**src/rtl/memory_byte_fetcher_pkg.sv**
```systemverilog
// ----------------------------------------------------------------------------
// memory_byte_fetcher_pkg
//   Shared definitions for the byte fetcher: FSM state encoding, operand size
//   codes and a helper that turns a size code into a byte count.
// ----------------------------------------------------------------------------
package memory_byte_fetcher_pkg;

    typedef enum logic [1:0] {
        ST_IDLE  = 2'd0,
        ST_FETCH = 2'd1,
        ST_DONE  = 2'd2
    } fetch_state_e;

    localparam logic [1:0] SZ_BYTE = 2'b00;
    localparam logic [1:0] SZ_HALF = 2'b01;
    localparam logic [1:0] SZ_WORD = 2'b10;

    // Size code 11 is treated as a word, same as 10.
    function automatic logic [2:0] size_to_count(input logic [1:0] size);
        case (size)
            SZ_BYTE: return 3'd1;
            SZ_HALF: return 3'd2;
            default: return 3'd4;
        endcase
    endfunction

endpackage

```
**src/rtl/memory_byte_fetcher_byte_extender.sv**
```systemverilog
// ----------------------------------------------------------------------------
// memory_byte_fetcher_byte_extender
//   Combinational sign/zero extension of the assembled accumulator.
//   Ports:
//     acc_i    [31:0] shift accumulator, newest byte in bits [7:0]
//     count_i  [2:0]  operand length in bytes (1, 2 or 4)
//     sign_i          1 = sign-extend short operands, 0 = zero-extend
//     word_o   [31:0] extended 32-bit result
// ----------------------------------------------------------------------------
module memory_byte_fetcher_byte_extender
    import memory_byte_fetcher_pkg::*;
(
    input  logic [31:0] acc_i,
    input  logic [2:0]  count_i,
    input  logic        sign_i,
    output logic [31:0] word_o
);

    always_comb begin
        word_o = acc_i;
        case (count_i)
            3'd1:    word_o = {{24{sign_i & acc_i[7]}},  acc_i[7:0]};
            3'd2:    word_o = {{16{sign_i & acc_i[15]}}, acc_i[15:0]};
            default: word_o = acc_i;
        endcase
    end

endmodule

```
**src/rtl/memory_byte_fetcher.sv**
```systemverilog
// ----------------------------------------------------------------------------
// memory_byte_fetcher
//   Sequences 1/2/4 byte-wide memory reads (big-endian) and presents a single
//   extended 32-bit word to the downstream data register.
//   Ports:
//     clk_i        system clock, rising edge
//     rst_ni       asynchronous active-low reset
//     start_i      fetch request, sampled in IDLE only
//     addr_i       base byte address, captured with start_i
//     size_i       00 byte, 01 half, 1x word, captured with start_i
//     sign_i       sign-extend short results, captured with start_i
//     mem_req_o    read request (high throughout FETCH)
//     mem_addr_o   byte address being read
//     mem_ack_i    mem_data_i valid this cycle
//     mem_data_i   read byte
//     busy_o       high while in FETCH
//     done_o       one-cycle completion pulse
//     data_out_o   assembled word, held until the next accepted start
// ----------------------------------------------------------------------------
module memory_byte_fetcher
    import memory_byte_fetcher_pkg::*;
#(
    parameter int ADDR_WIDTH = 16
) (
    input  logic                  clk_i,
    input  logic                  rst_ni,
    input  logic                  start_i,
    input  logic [ADDR_WIDTH-1:0] addr_i,
    input  logic [1:0]            size_i,
    input  logic                  sign_i,
    output logic                  mem_req_o,
    output logic [ADDR_WIDTH-1:0] mem_addr_o,
    input  logic                  mem_ack_i,
    input  logic [7:0]            mem_data_i,
    output logic                  busy_o,
    output logic                  done_o,
    output logic [31:0]           data_out_o
);

    fetch_state_e          state_q, state_d;
    logic [ADDR_WIDTH-1:0] addr_q,  addr_d;
    logic [31:0]           acc_q,   acc_d;
    logic [2:0]            cnt_q,   cnt_d;
    logic [2:0]            len_q,   len_d;
    logic                  sign_q,  sign_d;
    logic [31:0]           data_q,  data_d;
    logic [31:0]           ext_word;

    // Extension is applied to the next-state accumulator so the final byte
    // is included in the word registered on the edge entering DONE.
    memory_byte_fetcher_byte_extender u_ext (
        .acc_i   (acc_d),
        .count_i (len_q),
        .sign_i  (sign_q),
        .word_o  (ext_word)
    );

    always_ff @(posedge clk_i or negedge rst_ni) begin
        if (!rst_ni) begin
            state_q <= ST_IDLE;
            addr_q  <= '0;
            acc_q   <= '0;
            cnt_q   <= '0;
            len_q   <= '0;
            sign_q  <= 1'b0;
            data_q  <= '0;
        end else begin
            state_q <= state_d;
            addr_q  <= addr_d;
            acc_q   <= acc_d;
            cnt_q   <= cnt_d;
            len_q   <= len_d;
            sign_q  <= sign_d;
            data_q  <= data_d;
        end
    end

    always_comb begin
        state_d = state_q;
        addr_d  = addr_q;
        acc_d   = acc_q;
        cnt_d   = cnt_q;
        len_d   = len_q;
        sign_d  = sign_q;
        data_d  = data_q;
        case (state_q)
            ST_IDLE: begin
                if (start_i) begin
                    addr_d  = addr_i;
                    len_d   = size_to_count(size_i);
                    sign_d  = sign_i;
                    acc_d   = '0;
                    cnt_d   = '0;
                    state_d = ST_FETCH;
                end
            end
            ST_FETCH: begin
                if (mem_ack_i) begin
                    acc_d  = {acc_q[23:0], mem_data_i};
                    addr_d = addr_q + 1'b1;
                    cnt_d  = cnt_q + 3'd1;
                    if (cnt_d == len_q) begin
                        data_d  = ext_word;
                        state_d = ST_DONE;
                    end
                end
            end
            ST_DONE: begin
                state_d = ST_IDLE;
            end
            default: begin
                state_d = ST_IDLE;
            end
        endcase
    end

    assign mem_req_o  = (state_q == ST_FETCH);
    assign busy_o     = (state_q == ST_FETCH);
    assign done_o     = (state_q == ST_DONE);
    assign mem_addr_o = addr_q;
    assign data_out_o = data_q;

endmodule

```
**config.mk**
```make
export PLATFORM = sky130hd
export DESIGN_NAME = memory_byte_fetcher
export DESIGN_NICKNAME = d
export VERILOG_FILES = /design/src/rtl/memory_byte_fetcher_pkg.sv /design/src/rtl/memory_byte_fetcher_byte_extender.sv /design/src/rtl/memory_byte_fetcher.sv
export SDC_FILE = /design/constraint.sdc
export NUM_CORES = 1
export LEC_CHECK = 0
export BUFFER_PORTS_ARGS = -buffer_cell sky130_fd_sc_hd__clkbuf_2
export CAP_MARGIN = 20
export CORE_AREA = 8 8 107 89
export CTS_CLUSTER_SIZE = 40
export DETAILED_ROUTE_END_ITERATION = 8
export DIE_AREA = 0 0 115 97
export GPL_ROUTABILITY_DRIVEN = 1
export HOLD_SLACK_MARGIN = 0.12
export PLACE_DENSITY = 0.78
export SYNTH_ARGS = -nofsm -noshare
export SYNTH_HDL_FRONTEND = slang
export SYNTH_SLANG_ARGS = --single-unit
```
**constraint.sdc**
```tcl
create_clock -name clk_i -period 2.7 [get_ports clk_i]
set_clock_uncertainty 0.2 [all_clocks]
set_input_delay 0.54 -clock clk_i [delete_from_list [all_inputs] [get_ports clk_i]]
set_output_delay 0.54 -clock clk_i [all_outputs]
set_load 0.03 [all_outputs]
```
==> results.cfg, run 1 <==
[run_status]
run_status = finished, final reports clean

[critical_path]
crit_buf_inv = 1
path_max_fanout = 19
longest_individual_stage_delay_on_the_worst_path_ns = 0.43
worstPathCellList = ha_1 > xor3_1 > nor4_4 > buf_4 > mux2_2
cpLargestDelayFamily = flip-flops
worstSetupPathType = reg2reg
cp_num_cells = 5
critical_path.slowest_cell = sky130_fd_sc_hd__dfrtp_1
reg2regPathDepth = 5
crit_required_ns = 2.75
endpoint_class_of_the_critical_path = register
cp.arrival_ns = 2.49
critPathLaunchType = register

[logic_synthesis]
synthDistinctLibCells = 51
synth.yosys.warnings = 0
synthFlopType = sky130_fd_sc_hd__dfrtp_1
asyncSetResetFlopFracSynth = 1.000
top_area_cell_type_share_of_the_netlist_area = 0.5344
synth.cells.most_frequent = sky130_fd_sc_hd__dfrtp_1, sky130_fd_sc_hd__nand2_1, sky130_fd_sc_hd__nor2_1
syn_inst = 415
seq_area_frac_synth = 0.5344
synth-edff-count = 0
most_frequent_cell_after_synthesis = sky130_fd_sc_hd__dfrtp_1
post_synthesis_net_count = 448
yosys_register_bits = 89
synth_area_leaders = sky130_fd_sc_hd__dfrtp_1, sky130_fd_sc_hd__nand2_1, sky130_fd_sc_hd__nand4b_1, sky130_fd_sc_hd__o21ai_0, sky130_fd_sc_hd__a21oi_1
postSynthAreaPerCell_um2 = 10.04
most_area_hungry_cell_type_in_the_yosys_netlist = sky130_fd_sc_hd__dfrtp_1
synth.cell_area_mm2 = 0.004168

[pwr]
total_power_mw = 6.690
leakage_nw = 2.259
cellPowerDensity_mw_per_mm2 = 1360
vdd_ir_drop_max_v = 0.0006986

[global_routing]
global_route_wire_length_before_repair_um = 17280
sum_of_overflow_across_all_layers_after_global_routing = 0
pin_count_of_the_biggest_net_entering_global_routing = 48
total_routing_usage_gr = 0.1904
number_of_antenna_violations_at_the_first_check_in_global_routing = 0
number_of_global_route_vias_before_repair = 3526

[timing]
timing.final.setup_violations = 0
final_hold_viol_count = 0
layout_min_cycle_time_ns = 2.435
grt_setup_unrepaired = false
maxSlewHeadroom = 0.5476
worst-slew-pin-transition_ns = 0.6597
timing.final.crit_share = 0.9019
setup_tns_ns = 0
final_critical_path_setup_slack_ns = 0.2648
fmax_mhz = 410.6
slew_violations = 0

[placed_design]
place.port_buffers = 81
dp_slack_ns = 0.2711
gpl_congestion = 0.8373
dpl.hpwl_um = 7299

[drt]
drc_errors = 0
drt_first_iter_violations = 214
detail_route.wirelength_um = 10330
wl_per_cell_um = 17.13
detailedRoute.firstPassIterationCount = 5
vias = 3520
drt-vias-per-instance = 5.837
drt.antenna.violating_nets = 0

[clocking]
cts.path.max_buffers = 2
clkSlewWorstSetupHoldPaths_ns = 0.09
insertion_delay_ns = 0.36
tritoncts.num_buffers = 9
tritoncts = done
clock_sink_count = 89
clock_tree.htree_level_count = 3
clock_tree.root_cell = sky130_fd_sc_hd__clkbuf_8
postCtsSetupRepairBufs = 0

[final_layout]
design.final.nets = 523
filler_cell_count = 680
antenna_cells = 0
seq_area_mm2 = 0.002227
multi_input_area_mm2 = 0.001720
layout-area-overhead-vs-synth_pct = 18.07
drive_gt1_frac = 0.2586

[floorplan]
fp.coreArea_mm2 = 0.007765
ios = 82
chipHeight_um = 97
fp-row-count = 29
floorplan.initialDensity = 0.5367
die_width_um = 115
die_area_mm2 = 0.01116

[min_path]
min-delay-path-class = in2reg
whs_path_depth = 3

[job]
drv_cap = 0
where the power goes:
| group | switching, mW | leakage, nW | internal [mW] |
|---|---|---|---|
| clock | 0.512 | 0.0999 | 0.445 |
| sequential | 0.504 | 1.11 | 1.94 |
| combinational | 2.12 | 1.05 | 1.17 |
| total | 3.14 | 2.26 | 3.55 |
metal layers:
layer	routed length [µm]	part of all wire	track usage	vias to the layer above
li1	-	-	-	1656
met1	4732	0.46	0.2513	1729
met2	4825	0.47	0.2976	123
met3	666	0.064	0.05466	12
met4	107	0.010	0.05242	0
met5	0	0	0	-
through the flow:
| stage | cell area [µm²] | instances | hold slack (ns) | utilization |
|---|---|---|---|---|
| 6_report | 4921 | 603 | 0.2139 | 0.6337 |
| 5_1_grt | 4921 | 603 | 0.2113 | 0.6337 |
| 4_1_cts | 4921 | 603 | 0.2079 | 0.6337 |
| 3_5_place_dp | 4702 | 586 | 0.2790 | 0.6055 |
| 3_3_place_gp | 4702 | 586 | 0.2819 | 0.6055 |
| 2_1_floorplan | 4168 | 415 | 0.04441 | - |
worst paths after layout:
path                                           start                   endpoint  slack, ns
min in group asynchronous                     rst_ni  data_out_o[4]$_DFFE_PN0P_       0.53
worst min register to register    acc_q[1]$_DFF_PN0_         acc_q[9]$_DFF_PN0_       0.32
worst max register to register  cnt_q[0]$_DFFE_PN0P_  data_out_o[1]$_DFFE_PN0P_       0.26
worst min-delay path                       addr_i[1]  mem_addr_o[1]$_DFFE_PN0P_       0.21
worst max-delay path            cnt_q[0]$_DFFE_PN0P_  data_out_o[1]$_DFFE_PN0P_       0.26
max in group asynchronous                     rst_ni       len_q[1]$_DFFE_PN0P_       1.12
cells by family (layout without fill, tap and decap cells):
kind of cell,Yosys count,in the layout,share of synthesized area
multiplexers,11,11,0.02942
flip-flops,89,89,0.5344
AND/OR/NAND/NOR,131,131,0.1705
buffers and inverters,54,134,0.05284
AO/OA/AOI/OAI,125,125,0.1969
XOR/XNOR,3,3,0.009907
adder cells (fa/ha/maj),2,2,0.006003
cells in the final DEF (no fill, tap or decap), types with 3 or more instances in the layout:
| master | count |
|---|---|
| sky130_fd_sc_hd__o31ai_1 | 16 |
| sky130_fd_sc_hd__dfrtp_1 | 89 |
| sky130_fd_sc_hd__nand3_1 | 6 |
| sky130_fd_sc_hd__inv_1 | 19 |
| sky130_fd_sc_hd__a22o_1 | 8 |
| sky130_fd_sc_hd__o21ai_0 | 26 |
| sky130_fd_sc_hd__buf_4 | 17 |
| sky130_fd_sc_hd__clkbuf_8 | 9 |
| sky130_fd_sc_hd__mux2_2 | 10 |
| sky130_fd_sc_hd__nand4_1 | 6 |
| sky130_fd_sc_hd__nand2_1 | 43 |
| sky130_fd_sc_hd__nor4_1 | 3 |
| sky130_fd_sc_hd__clkbuf_2 | 80 |
| sky130_fd_sc_hd__nand4b_1 | 16 |
| sky130_fd_sc_hd__and4_1 | 3 |
| sky130_fd_sc_hd__a31oi_1 | 19 |
| sky130_fd_sc_hd__nor2b_1 | 3 |
| sky130_fd_sc_hd__and3_1 | 4 |
| sky130_fd_sc_hd__a21oi_1 | 25 |
| sky130_fd_sc_hd__o22a_1 | 9 |
| sky130_fd_sc_hd__nor2_1 | 32 |
| sky130_fd_sc_hd__nand2b_1 | 3 |
cell type report:
class / instances / share of cell area
Inverter: 19 / 0.01449
Sequential cell: 89 / 0.4526
Timing Repair Buffer: 99 / 0.1134
Clock inverter: 7 / 0.01729
Multi-Input combinational cell: 272 / 0.3496
Tap cell: 108 / 0.02746
Clock buffer: 9 / 0.02517
tightest hold or removal path: cells and delay by family:
family | cells | cell delay (ns)
buffers and inverters | 1 | 0.08
AO/OA/AOI/OAI | 1 | 0.08
AND/OR/NAND/NOR | 1 | 0.05
state kept, by name (all words and copies together), names as in the netlist:
name / flops
mem_addr_o: 16
data_out_o: 32
acc_q: 32
state_q: 2
len_q: 3
sign_q: 1
cnt_q: 3
what timing repair did:
action                                  4_1_cts  5_1_grt
hold buffers                                  1        0
endpoints found under the hold margin        46        0
resized for setup                             0        0
endpoints found under the setup margin        0        0
No activity file was read; power rests on OpenSTA's default activity.
==> inputs of run 2 (changes only) <==
Settings changed: ABC_AREA from default to 1, CORE_AREA 8 8 107 89 to 8 8 109 91, DIE_AREA 0 0 115 97 to 0 0 117 99.
==> run 2 against run 1 <==
Against the previous run: non-clock buffer count decreased by 9; die area increased by 3.8%; worst hold slack got worse by 0.028 ns; clock-buffer cell count increased by 2; sequential power decreased by 3%; global-route usage increased by 1.1 points; synthesized area increased by 4.0%; sequential share of layout area decreased by 1.1 points; register-to-register slack improved by 0.22 ns; critical path depth decreased by 1; first-iteration DRC count increased by 38%; largest power group unchanged.
==> results.cfg, run 2 <==
[timing]
grt_setup_unrepaired = false
timing.final.setup_violations = 0
layout_min_cycle_time_ns = 2.427
fmax_mhz = 412.0
timing.final.crit_share = 0.8989
finalHoldWorstSlack_ns = 0.1856
maxSlewHeadroom = 0.6162
setup_tns_ns = 0
final_critical_path_setup_slack_ns = 0.2729
slew_violations = 0
final_hold_viol_count = 0
worst-slew-pin-transition_ns = 0.5757

[drt]
detailedRoute.firstPassIterationCount = 7
vias = 3960
drt_first_iter_violations = 295
detail_route.wirelength_um = 10930
wl_per_cell_um = 14.52
drt-vias-per-instance = 5.259
drc_errors = 0
drt.antenna.violating_nets = 0

[final_layout]
antenna_cells = 0
layout_common_cells = sky130_fd_sc_hd__nand2_1, sky130_fd_sc_hd__dfrtp_1, sky130_fd_sc_hd__clkbuf_2, sky130_fd_sc_hd__nand3_1, sky130_fd_sc_hd__inv_1
design.final.nets = 670
design_area_final_mm2 = 0.005041
drive_gt1_frac = 0.1966
layout-area-overhead-vs-synth_pct = 16.34
layout.core_utilization = 0.6161
layout.cells.most_common = sky130_fd_sc_hd__nand2_1

[global_routing]
grt_most_used_layer = met2
global_route_wire_length_before_repair_um = 18910
grt_use_met3 = 0.05012
sum_of_overflow_across_all_layers_after_global_routing = 0
total_routing_usage_gr = 0.2011
met1_usage = 0.2723
grt_util_met2 = 0.3145
pin_count_of_the_biggest_net_entering_global_routing = 48
number_of_global_route_vias_before_repair = 3954
number_of_antenna_violations_at_the_first_check_in_global_routing = 0

[logic_synthesis]
most_area_hungry_cell_type_in_the_yosys_netlist = sky130_fd_sc_hd__dfrtp_1
synth.cells.most_frequent = sky130_fd_sc_hd__nand2_1, sky130_fd_sc_hd__dfrtp_1, sky130_fd_sc_hd__nand3_1
asyncSetResetFlopFracSynth = 1.000
synth_xor_xnor_area_share = 0.006064
top_area_cell_type_share_of_the_netlist_area = 0.5140
most_frequent_cell_after_synthesis = sky130_fd_sc_hd__nand2_1
yosys.area_share.adder = 0.005775
synthDistinctLibCells = 30
post_synthesis_net_count = 594
synth.cell_area_mm2 = 0.004333
muxShareOfSynthArea = 0.002310
yosys_register_bits = 89
postSynthAreaPerCell_um2 = 7.724
synth_compound_gate_area_share = 0.05775
synth_simple_gate_area_frac = 0.3451
seq_area_frac_synth = 0.5140
synthFlopType = sky130_fd_sc_hd__dfrtp_1
synth-edff-count = 0
largest_family_of_logic_cells_by_synthesized_area = simple AND/OR/NAND/NOR gates
syn_inst = 561
synth.yosys.warnings = 0
synth_area_leaders = sky130_fd_sc_hd__dfrtp_1, sky130_fd_sc_hd__nand2_1, sky130_fd_sc_hd__nand3_1, sky130_fd_sc_hd__inv_1, sky130_fd_sc_hd__buf_2

[placed_design]
detailed_place.area_mm2 = 0.004827
dpl.hpwl_um = 7792
dp_slack_ns = 0.4967
gpl_congestion = 0.9698
place.port_buffers = 81

[clocking]
clkSlewWorstSetupHoldPaths_ns = 0.08
tritoncts.num_buffers = 9
postCtsResizedCells = 0
post_cts_hold_buffer_count = 1
cts.path.max_buffers = 2
clock_tree.root_cell = sky130_fd_sc_hd__clkbuf_8
clock_sink_count = 89
clock_tree.htree_level_count = 3
postCtsSetupRepairBufs = 0
tritoncts = done
insertion_delay_ns = 0.35

[floorplan]
die_width_um = 117
ios = 82
floorplan.initialDensity = 0.5295
chipHeight_um = 99
fp-row-count = 30
fp.coreArea_mm2 = 0.008183
die_area_mm2 = 0.01158

[min_path]
whs_path_depth = 2
hold_start = size_i[0]
min-delay-path-class = in2reg

[critical_path]
crit_required_ns = 1.96
reg2reg_setup_slack_ns = 0.48
reg2regPathDepth = 8
rr_startpoint = state_q[1]$_DFFE_PN0P_
timing_startpoint_of_the_critical_path = state_q[1]$_DFFE_PN0P_
cp.arrival_ns = 1.69
endpoint_class_of_the_critical_path = output pin
path_max_fanout = 24
worstSetupPathType = reg2out
critPathLaunchType = register

[pwr]
vdd_ir_drop_max_v = 0.0005419
cellPowerDensity_mw_per_mm2 = 1261
leakage_nw = 2.851

[job]
drv_cap = 0

[run_status]
run_status = finished, final reports clean
[run 2: cell count changes after synthesis, sizes merged, moves of 18 or more]
cell,previous run,this run
inv,19,46
a31oi,19,1
nand3,6,77
clkbuf,25,4
nand2,43,237
[run 2: path summary, 6_finish.rpt]
check / endpoint
max in group asynchronous: len_q[2]$_DFFE_PN0P_
max reg2reg: data_out_o[24]$_DFFE_PN0P_
min reg2reg: data_out_o[7]$_DFFE_PN0P_
min: len_q[0]$_DFFE_PN0P_
max: busy_o
min in group asynchronous: data_out_o[2]$_DFFE_PN0P_
[run 2: cell type report]
type | instances | area [µm²]
fill | 768 | 3142
sequential | 89 | 2227
multi-input combinational | 401 | 1807
timing repair buffer | 90 | 490.5
inverter | 46 | 172.7
clock buffer | 11 | 151.4
tap | 112 | 140.1
clock inverter | 4 | 52.55
[run 2: cells by family (layout without fill, tap and decap cells)]
| family | count (synthesis) | in the layout |
|---|---|---|
| adders and majority gates | 2 | 2 |
| DFF | 89 | 89 |
| muxes | 1 | 1 |
| and+or+nand+nor | 353 | 353 |
| xor gates and xnor gates | 3 | 3 |
| buffers and inverters | 71 | 151 |
| AOI/OAI and AO/OA | 42 | 42 |
[run 2: critical path: stages (launching register included)]
cell                       delay [ns]
sky130_fd_sc_hd__dfrtp_1         0.39
sky130_fd_sc_hd__inv_1           0.12
sky130_fd_sc_hd__nand2_2         0.17
sky130_fd_sc_hd__inv_2           0.37
sky130_fd_sc_hd__clkbuf_2        0.29
[run 2: per-stage QoR]
| step | power [mW] | std cells |
|---|---|---|
| final | 6.358 | 753 |
| after global routing | 6.857 | 753 |
| after CTS | 6.408 | 753 |
| after floorplan | 4.584 | 561 |
| after global placement | 5.363 | 737 |
| after detailed placement | 5.453 | 737 |
[run 2: routing by layer]
metal	up-vias	wire length, µm
met4	0	126
met1	1887	4952
met3	9	833
li1	1927	-
met5	-	0
met2	137	5021
[run 2: where the power goes]
part / internal, mW / total [mW] / leakage, nW / switching [mW]
sequential: 1.92 / 2.37 / 1.13 / 0.453
combinational: 0.928 / 3.05 / 1.62 / 2.12
clock: 0.475 / 0.932 / 0.105 / 0.457
